File: src/rtl/uart_pkg.sv
// Shared definitions for the memory-mapped UART transmitter.
//   uart_tx_state_t   : serializer FSM states
//   UART_TX_ADDR      : default store address that enqueues a byte
//   UART_CLKS_PER_BIT : default clocks per UART bit
//   UART_FIFO_DEPTH   : default FIFO depth
//   UART_CNT_W        : width of the bit-period counter (covers up to 65535 clocks/bit)
package uart_pkg;

  typedef enum logic [1:0] {IDLE, START, DATA, STOP} uart_tx_state_t;

  localparam logic [31:0] UART_TX_ADDR      = 32'h0000_FFF0;
  localparam int unsigned UART_CLKS_PER_BIT = 16;
  localparam int unsigned UART_FIFO_DEPTH   = 16;
  localparam int unsigned UART_CNT_W        = 16;

endpackage

File: src/rtl/byte_fifo.sv
// Single-clock byte FIFO with synchronous active-low reset.
//   clk_i   : clock
//   rst_ni  : synchronous reset, active low (clears pointers and count)
//   push_i  : write data_i; ignored when full unless a pop happens in the same cycle
//   data_i  : byte to write
//   pop_i   : advance the read pointer; ignored when empty
//   head_o  : entry at the registered read pointer
//   full_o  : count == Depth
//   empty_o : count == 0
//   count_o : current occupancy
module byte_fifo #(
  parameter int unsigned Depth = 16,
  localparam int unsigned PtrW = $clog2(Depth),
  localparam int unsigned CntW = PtrW + 1
) (
  input  logic            clk_i,
  input  logic            rst_ni,
  input  logic            push_i,
  input  logic [7:0]      data_i,
  input  logic            pop_i,
  output logic [7:0]      head_o,
  output logic            full_o,
  output logic            empty_o,
  output logic [CntW-1:0] count_o
);

  logic [7:0]      mem_q [Depth];
  logic [PtrW-1:0] wr_ptr_q, rd_ptr_q;
  logic [CntW-1:0] count_q, count_d;
  logic            do_push, do_pop;

  assign full_o  = (count_q == CntW'(Depth));
  assign empty_o = (count_q == '0);
  assign count_o = count_q;
  assign head_o  = mem_q[rd_ptr_q];

  assign do_pop  = pop_i & ~empty_o;
  // A full FIFO still takes a push when the head leaves in the same cycle.
  assign do_push = push_i & (~full_o | do_pop);

  always_comb begin
    count_d = count_q;
    unique case ({do_push, do_pop})
      2'b10:   count_d = count_q + CntW'(1);
      2'b01:   count_d = count_q - CntW'(1);
      default: count_d = count_q;
    endcase
  end

  // Pointers wrap naturally because Depth is a power of two.
  always_ff @(posedge clk_i) begin
    if (!rst_ni) begin
      wr_ptr_q <= '0;
      rd_ptr_q <= '0;
      count_q  <= '0;
    end else begin
      if (do_push) wr_ptr_q <= wr_ptr_q + PtrW'(1);
      if (do_pop)  rd_ptr_q <= rd_ptr_q + PtrW'(1);
      count_q <= count_d;
    end
  end

  always_ff @(posedge clk_i) begin
    if (do_push) mem_q[wr_ptr_q] <= data_i;
  end

endmodule

File: src/rtl/mmio_uart_tx.sv
// Memory-mapped 8N1 console transmitter fed from the CPU store port.
// Byte stores to TX_ADDR are queued in a FIFO and serialized LSB first on tx.
// The CPU is never stalled; a store that finds the FIFO full is dropped and
// latches the sticky overflow flag.
//   clk          : clock
//   reset        : synchronous reset, active low
//   data_write   : store strobe
//   data         : store byte
//   data_address : store address
//   tx           : UART line, idle high
//   busy         : frame on the line or FIFO non-empty
//   overflow     : sticky dropped-store flag
//   fifo_count   : FIFO occupancy
module mmio_uart_tx import uart_pkg::*; #(
  parameter logic [31:0] TX_ADDR      = UART_TX_ADDR,
  parameter int unsigned CLKS_PER_BIT = UART_CLKS_PER_BIT,
  parameter int unsigned FIFO_DEPTH   = UART_FIFO_DEPTH,
  localparam int unsigned CntW        = $clog2(FIFO_DEPTH) + 1
) (
  input  logic            clk,
  input  logic            reset,
  input  logic            data_write,
  input  logic [7:0]      data,
  input  logic [31:0]     data_address,
  output logic            tx,
  output logic            busy,
  output logic            overflow,
  output logic [CntW-1:0] fifo_count
);

  localparam int unsigned ClkCntW = UART_CNT_W;

  uart_tx_state_t     state_q, state_d;
  logic [ClkCntW-1:0] clk_cnt_q, clk_cnt_d;
  logic [2:0]         bit_idx_q, bit_idx_d;
  logic [7:0]         shift_q, shift_d;
  logic               overflow_q, overflow_d;

  logic       push_req;
  logic       pop;
  logic       last_tick;
  logic       fifo_full, fifo_empty;
  logic [7:0] fifo_head;

  assign push_req  = data_write & (data_address == TX_ADDR);
  assign last_tick = (clk_cnt_q == ClkCntW'(CLKS_PER_BIT - 1));
  // The next byte leaves the FIFO either from idle or on the final stop-bit
  // cycle, which gives back-to-back frames with no idle gap.
  assign pop = ~fifo_empty & ((state_q == IDLE) | ((state_q == STOP) & last_tick));

  assign overflow_d = overflow_q | (push_req & fifo_full & ~pop);

  byte_fifo #(
    .Depth (FIFO_DEPTH)
  ) u_fifo (
    .clk_i   (clk),
    .rst_ni  (reset),
    .push_i  (push_req),
    .data_i  (data),
    .pop_i   (pop),
    .head_o  (fifo_head),
    .full_o  (fifo_full),
    .empty_o (fifo_empty),
    .count_o (fifo_count)
  );

  always_comb begin
    state_d   = state_q;
    clk_cnt_d = clk_cnt_q;
    bit_idx_d = bit_idx_q;
    shift_d   = shift_q;
    tx        = 1'b1;
    unique case (state_q)
      IDLE: begin
        clk_cnt_d = '0;
        if (pop) begin
          shift_d = fifo_head;
          state_d = START;
        end
      end
      START: begin
        tx = 1'b0;
        if (last_tick) begin
          clk_cnt_d = '0;
          bit_idx_d = '0;
          state_d   = DATA;
        end else begin
          clk_cnt_d = clk_cnt_q + ClkCntW'(1);
        end
      end
      DATA: begin
        tx = shift_q[0];
        if (last_tick) begin
          clk_cnt_d = '0;
          shift_d   = {1'b0, shift_q[7:1]};
          if (bit_idx_q == 3'd7) begin
            state_d = STOP;
          end else begin
            bit_idx_d = bit_idx_q + 3'd1;
          end
        end else begin
          clk_cnt_d = clk_cnt_q + ClkCntW'(1);
        end
      end
      STOP: begin
        if (last_tick) begin
          clk_cnt_d = '0;
          if (pop) begin
            shift_d = fifo_head;
            state_d = START;
          end else begin
            state_d = IDLE;
          end
        end else begin
          clk_cnt_d = clk_cnt_q + ClkCntW'(1);
        end
      end
      default: state_d = IDLE;
    endcase
  end

  always_ff @(posedge clk) begin
    if (!reset) begin
      state_q    <= IDLE;
      clk_cnt_q  <= '0;
      bit_idx_q  <= '0;
      shift_q    <= '0;
      overflow_q <= 1'b0;
    end else begin
      state_q    <= state_d;
      clk_cnt_q  <= clk_cnt_d;
      bit_idx_q  <= bit_idx_d;
      shift_q    <= shift_d;
      overflow_q <= overflow_d;
    end
  end

  assign overflow = overflow_q;
  assign busy     = (state_q != IDLE) | (fifo_count != '0);

endmodule

File: config.mk
export PLATFORM = sky130hd
export DESIGN_NAME = mmio_uart_tx
export DESIGN_NICKNAME = d
export VERILOG_FILES = /design/src/rtl/uart_pkg.sv /design/src/rtl/byte_fifo.sv /design/src/rtl/mmio_uart_tx.sv
export SDC_FILE = /design/constraint.sdc
export NUM_CORES = 1
export LEC_CHECK = 0
export CORE_AREA = 2 2 141 143
export DETAILED_ROUTE_END_ITERATION = 12
export DIE_AREA = 0 0 143 145
export GPL_ROUTABILITY_DRIVEN = 0
export PLACE_DENSITY = 0.65
export SLEW_MARGIN = 15
export SYNTH_ARGS = -nofsm -noshare
export SYNTH_HDL_FRONTEND = slang
export SYNTH_HIERARCHICAL = 1
export SYNTH_SLANG_ARGS = --single-unit
File: constraint.sdc
create_clock -name clk -period 4.2 [get_ports clk]
set_input_delay 0.63 -clock clk [delete_from_list [all_inputs] [get_ports clk]]
set_output_delay 0.63 -clock clk [all_outputs]
set_load 0.005 [all_outputs]
=== After elaboration in Yosys (flattened, before gate mapping) ===
Memories as Yosys holds them, arrays and structs flattened. A register that Yosys moved wholly into a read port is not among the register bits.
Index checks and enable logic that the tools add are counted.

* Register bits after elaboration: 43
* Latch bits: 0
* Bits in writable memories: 128
* Bits in read-only memories: 0
* Input port bits: 43
* Output and inout port bits: 8
* Logic and storage cells: 78
* Memories kept: 1

* Add/subtract/negate cells: 6
* Multipliers: 0
* Divide/modulo/power cells: 0
* Order comparisons: 0
* Eq/ne operators: 15
* Shift-type cells: 0
* Multiplexer cells: 23
* Bitwise operators: 14
* Reductions and logical operators: 11

{| class="wikitable"
|+ Memory list
! memory !! words !! width !! read ports !! clocked after Yosys merged registers in !! write ports !! line !! RTL
|-
| u_fifo.mem_q || 16 || 8 || 1 || 1 || 1 || byte_fifo.sv:27 || <nowiki>logic [7:0] mem_q [Depth];</nowiki>
|}

{| class="wikitable"
|+ Operators by type and width
! cell !! count
|-
| == test 32 x 16 -> 1 bit, second input constant || 1
|-
| case mux 16 bit (2 select lines) || 1
|-
| 2-to-1 mux 8 bit || 3
|-
| case mux 8 bit (3 select lines) || 1
|-
| adder 16 x 1 -> 16 bit, second input constant || 1
|-
| == test 16 x 4 -> 1 bit, second input constant || 1
|-
| 2-to-1 mux 16 bit || 1
|-
| != test 2 bit, second input constant || 6
|-
| 2-to-1 mux 2 bit || 5
|-
| case mux 5 bit (2 select lines) || 1
|-
| 2-to-1 mux 3 bit || 3
|-
| adder 4 x 1 -> 4 bit, second input constant || 2
|-
| 2-to-1 mux 4 bit || 2
|-
| case mux 2 bit (4 select lines) || 1
|-
| AND 1 bit || 7
|-
| == test 2 bit, second input constant || 3
|-
| case mux 3 bit (2 select lines) || 1
|-
| nonzero test 2 bit || 3
|-
| adder 5 x 1 -> 5 bit, second input constant || 1
|-
| == test 5 bit, second input constant || 1
|-
| logical NOT 5 bit || 1
|-
| AND reduction 5 bit || 1
|-
| nonzero test 5 bit || 1
|-
| subtractor 5 x 1 -> 5 bit, second input constant || 1
|-
| 12 further kinds || 20
|}

=== Depth between registers and ports, before layout ===
Gate-level depths: netlist of run 1.

* Word-level depth: 9
* Mapped depth: 13

=== Hierarchy ===
The synthesis of run 1 kept the hierarchy.

{| class="wikitable"
|+ By module, submodules not included
! module !! instances !! cells each !! area an instance (sq um) !! sequential area each (sq um)
|-
| byte_fifo || 1 || 321 || 5906.9 || 4184.0
|-
| mmio_uart_tx || 1 || 191 || 1686.6 || 600.6
|}

=== Worst setup path after synthesis of run 1 ===
No wires, ideal clock.

* Path kind: input -> register
* From: input port data_address[0]
* To: register u_fifo.count_q[4], in the netlist u_fifo/count_o[4]
* Setup time: 0.123 ns
* Arrival: 3.425 ns
* Setup slack: 0.652 ns
* Stages: 10
* Path buffers: 1
* Path through: or4b_2 > nor4_1 > and3_1 > buf_1 > a211oi_1 > fa_1 > a21o_1 > a21oi_1 > mux2i_1 > nand3b_1

* Longest elaborated chain between the ends: 5
* Elaborated cells on any way between the ends: 7

{| class="wikitable"
|+ RTL lines
! element !! line !! RTL
|-
| start, declared || mmio_uart_tx.sv:24 || <nowiki>input logic [31:0] data_address,</nowiki>
|-
| == test 32 x 16 -> 1 bit (*) || mmio_uart_tx.sv:45 || <nowiki>assign push_req = data_write & (data_address == TX_ADDR);</nowiki>
|-
| AND 1 bit (*) || mmio_uart_tx.sv:45 ||
|-
| net push_req || mmio_uart_tx.sv:39 || <nowiki>logic push_req;</nowiki>
|-
| AND 1 bit (*) || byte_fifo.sv:39 || <nowiki>assign do_push = push_i & (~full_o | do_pop);</nowiki>
|-
| == test 2 x 1 -> 1 bit / == test 2 bit (equally long branches) || byte_fifo.sv:43 || <nowiki>unique case ({do_push, do_pop})</nowiki>
|-
| case mux 5 bit (2 select lines) / nonzero test 2 bit (equally long branches) || - ||
|-
| end signal, assigned || byte_fifo.sv:59 || <nowiki>count_q <= count_d;</nowiki>
|-
| end, declared || byte_fifo.sv:29 || <nowiki>logic [CntW-1:0] count_q, count_d;</nowiki>
|}

Mark *: on every way through the listed nets, which the timed path passes. The rest lies on a longest branch.
A chain may end at the register's enable or synchronous reset.

=== Worst setup path in the final report of run 1 ===
* From: register clk_cnt_q[0]
* To: register u_fifo.count_q[4], in the netlist u_fifo/count_o[4]

* Longest elaborated chain between the ends: 9
* Elaborated cells on any way between the ends: 11

{| class="wikitable"
|+ RTL lines
! element !! line !! RTL
|-
| start, declared || mmio_uart_tx.sv:34 || <nowiki>logic [ClkCntW-1:0] clk_cnt_q, clk_cnt_d;</nowiki>
|-
| start signal, assigned || mmio_uart_tx.sv:131 || <nowiki>clk_cnt_q <= clk_cnt_d;</nowiki>
|-
| == test 16 x 4 -> 1 bit (*) || mmio_uart_tx.sv:46 || <nowiki>assign last_tick = (clk_cnt_q == ClkCntW'(CLKS_PER_BIT - 1));</nowiki>
|-
| AND 1 bit (*) || mmio_uart_tx.sv:49 || <nowiki>assign pop = ~fifo_empty & ((state_q == IDLE) | ((state_q == STOP) & last_tick));</nowiki>
|-
| OR 1 bit (*) || mmio_uart_tx.sv:49 ||
|-
| AND 1 bit (*) || mmio_uart_tx.sv:49 ||
|-
| net pop || mmio_uart_tx.sv:40 || <nowiki>logic pop;</nowiki>
|-
| AND 1 bit (*) || byte_fifo.sv:37 || <nowiki>assign do_pop = pop_i & ~empty_o;</nowiki>
|-
| OR 1 bit || byte_fifo.sv:39 ||
|-
| AND 1 bit || byte_fifo.sv:39 ||
|-
| == test 2 x 1 -> 1 bit / == test 2 bit (equally long branches) || byte_fifo.sv:43 ||
|-
| case mux 5 bit (2 select lines) / nonzero test 2 bit (equally long branches) || - ||
|}

Marked as above.

==> summary.txt, run 1 <==
Clock network
  – Post-CTS sizing: 0
  – Total CTS buffers: 17
  – CTS tree: yes
  – Postcts setup bufs: 0
  – Clock slew seen by the registers of the worst setup and hold paths: around 60 ps
  – Worst-skew pair later-pin latency: 420 ps
  – Htree depth: 4
  – Clk buf depth: 2
  – Hold Buf Count CTS: 0
  – Clk Tree Root Cell: clkbuf_16
  – CTS Sinks: 175

Setup path
  – Setup Crit Path Kind: flop to flop
  – CP required: 4510 ps
  – Crit-path slowest cell: a211oi_1
  – Worst path arrival time: 4040 ps
  – Crit start category: flop
  – Max incr delay on CP: about 760 ps
  – CP Capture Type: flop
  – CP max FO: 7
  – Crit path cell chain: ha_1 -> and3_1 -> and4_1 -> nand2_1 -> nand2_1 -> inv_1 -> a211oi_1 -> ha_1 -> a21o_1 -> a21oi_1 -> mux2i_1 -> nand3b_1
  – Reg-to-reg setup timing slack: around 470 ps

Power
  – P per Cell Area: around 400 nW/µm²
  – Leak: 0.00292 µW
  – Comb power frac: between 3 and 4%
  – Worst ir drop on vdd: 0.000307 V
  – Net Sw Frac: 20.2%
  – Int Pwr: 2850 µW
  – Clk pwr share: 44.3%
  – Seq pwr share: roughly 52%
  – Psw: ~720 µW

Global route
  – GRT Total Usage: about 15%
  – Vias in the first global route: 4,499
  – Largest net degree at the start of global routing: 34
  – Antenna violations before repair: 0
  – Total gr overflow: 0
  – First-pass GRT wire length: roughly 24,000 µm

Layout
  – Final Util: between 40% and 50%
  – Final nets: 622
  – Layout cells sized above 1: 14.7%
  – # diodes: 0
  – Area growth, synth to finish: 17.7%
  – Fillcell total: 1,665
  – Finished Layout Cells: 838

Logic synthesis
  – Synth top area share: 50.6%
  – Post-synthesis cell count: approximately 500
  – Sequential area share after synthesis: between 60% and 70%
  – Synthesis Warnings: 6
  – Syn avg cell area: 14.8 µm²
  – #FFs+latches synth: roughly 180
  – Number of enable flip-flop cells after synthesis: 128
  – Cells taking the most area after synthesis: edfxtp_1, dfxtp_1, mux4_2
  – Async set-or-reset flop fraction in the synthesized netlist: 0%
  – Synth cell count leaders: edfxtp_1, dfxtp_1, nand2_1
  – Yosys cell types: 52
  – Synth Net Count: between 500 and 600
  – Primary FF master, synth: edfxtp_1
  – Most common cell in the netlist: edfxtp_1
  – Synth Cell Area: 7590 µm²
  – Largest area contributor in the netlist: edfxtp_1

Run status
  – Status: finished, final reports clean

Placement
  – Placed cells: 808
  – Post-DP HPWL: 10,300 µm
  – Port Buffers: 50

Drt
  – DRT iter0 DRCs: 311
  – WL final: 15,400 µm
  – Vias: 4,386
  – Post-route ant nets: 0
  – Vias/cell: 5.23
  – 1st-pass router iterations: 5
  – DRC: 0
  – Routed wire per std cell: 18.4 µm

Timing
  – Slew HR: between 20% and 30%
  – Final number of setup-violating endpoints: 0
  – Slew Limit Fails: 0
  – Max Fclk: between 200 and 300 MHz
  – Post-route setup TNS: 0 ps
  – Fin crit period: 3730 ps
  – Unrepaired setup endpoints after global routing: false
  – Final Hold Fails: 0
  – Skew final: between 8 and 9 ps
  – Tightest Pin Transition: 1110 ps
  – Final Cycle Share: 88.8%

Floorplanning
  – # IOs: about 50
  – Die height: 145 µm
  – Row count: 51
  – Die area: between 20,000 and 25,000 µm²
  – Initial core utilization: 39.5%
  – Die width: about 140 µm
  – Core box area: 19,200 µm²

Worst hold path
  – Worst min path class: flop to flop

Job
  – Max cap viols: 0
==> cell type report <==
cell class | count | area, µm² | share of cell area (%)
clock inverter | 13 | 161 | 1.81
tap | 265 | 332 | 3.71
sequential | 175 | 4790 | 53.5
clock buffer | 17 | 425 | 4.76
multi-input combinational | 300 | 2650 | 29.6
inverter | 13 | 48.8 | 0.546
timing repair buffer | 55 | 538 | 6.02
==> cell families after synthesis <==
kind of cell               count (synthesis)  share of synthesized area (%)
DFF                                      175                           63.0
and+or+nand+nor                          157                           11.6
muxes                                     55                           12.6
AOI/OAI and AO/OA                         52                           5.49
buffers and inverters                     37                           2.14
xor gates and xnor gates                  19                           2.19
adders and majority gates                 17                           2.90
==> power by group through the flow <==
stage	sequential [µW]	clock, µW	combinational [µW]
2_1_floorplan	1890	0	47.9
3_3_place_gp	1890	0	125
3_5_place_dp	1900	0	131
4_1_cts	1860	1600	131
5_1_grt	1860	1680	144
6_report	1860	1580	130
==> critical path: cells and delay by family (launching register included) <==
| family | cells | cell delay, ps |
|---|---|---|
| AOI/OAI and AO/OA | 3 | 1220 |
| and+or+nand+nor | 5 | 1050 |
| adders and majority gates | 2 | 640 |
| DFF | 1 | 380 |
| muxes | 1 | 230 |
| buffers and inverters | 1 | 100 |
==> worst paths after layout <==
kind / end / cells past startpoint / startpoint
setup / recovery: u_fifo/count_o[4] / 12 / clk_cnt_q[0]
hold / removal: shift_q[1] / 2 / shift_q[1]
setup reg to reg: u_fifo/count_o[4] / 12 / clk_cnt_q[0]
hold reg to reg: shift_q[1] / 2 / shift_q[1]
==> per-stage QoR <==
step	total power (µW)	setup slack, ps	area, µm²	hold WS, ps
finish	3570	471	8940	461
global route	3680	164	8940	487
CTS	3590	480	8940	464
detailed placement	2030	489	8350	455
global placement	2020	589	8350	440
floorplan	1940	652	7590	430
==> registers in the layout (all words and copies together) (netlist names), named ones only <==
name / count
u_fifo/mem_q: 128
clk_cnt_q: 16
shift_q: 8
u_fifo/count_o: 5
u_fifo/rd_ptr_q: 4
u_fifo/wr_ptr_q: 4
bit_idx_q: 3
state_q: 2
overflow: 1
==> cell usage in the layout (no fill, tap or decap), types with 3 or more instances in the layout <==
| master | count |
|---|---|
| a211oi_1 | 4 |
| a21boi_0 | 5 |
| a21oi_1 | 3 |
| a22oi_1 | 16 |
| and2_1 | 19 |
| and3_1 | 3 |
| and4_1 | 5 |
| buf_4 | 5 |
| bufinv_16 | 3 |
| clkbuf_16 | 17 |
| clkdlybuf4s50_1 | 50 |
| clkinv_1 | 3 |
| dfxtp_1 | 46 |
| edfxtp_1 | 128 |
| ha_1 | 16 |
| inv_1 | 13 |
| inv_6 | 4 |
| mux2_2 | 7 |
| mux2i_1 | 16 |
| mux4_2 | 32 |
| nand2_1 | 44 |
| nand2b_1 | 3 |
| nand3_1 | 9 |
| nand3b_1 | 4 |
| nand4_1 | 7 |
| nand4b_1 | 3 |
| nor2_1 | 23 |
| nor2b_1 | 5 |
| nor3_1 | 7 |
| nor3b_1 | 3 |
| nor4_1 | 9 |
| o21a_1 | 3 |
| o21ai_0 | 9 |
| or3_1 | 3 |
| or4_1 | 3 |
| xnor2_1 | 16 |
| xor2_1 | 3 |
==> per-layer routing <==
metal	up-vias	global-route usage [%]	part of all wire [%]
li1	2060	-	-
met1	2187	20.3	44
met2	124	25.5	49
met3	15	3.73	5.5
met4	0	3.81	1.3
met5	-	0	0
No activity file was read; power rests on OpenSTA's default activity.
==> run 2: changes to the inputs <==
--- a/config.mk
+++ b/config.mk
@@ -5,6 +5,7 @@
 export SDC_FILE = /design/constraint.sdc
 export NUM_CORES = 1
 export LEC_CHECK = 0
+export ABC_CLOCK_PERIOD_IN_PS = 4200
 export CORE_AREA = 2 2 141 143
 export DETAILED_ROUTE_END_ITERATION = 12
 export DIE_AREA = 0 0 143 145
==> results of run 2 <==
No change in the layout: final DEF, timing and power equal those of run 1.
==> run 3: changes to the inputs <==
--- a/config.mk
+++ b/config.mk
@@ -7,6 +7,7 @@
 export LEC_CHECK = 0
 export ABC_CLOCK_PERIOD_IN_PS = 4200
 export CORE_AREA = 2 2 141 143
+export CTS_CLUSTER_DIAMETER = 40
 export DETAILED_ROUTE_END_ITERATION = 12
 export DIE_AREA = 0 0 143 145
 export GPL_ROUTABILITY_DRIVEN = 0
==> results of run 3 <==
No change in the layout: final DEF, timing and power equal those of run 1.
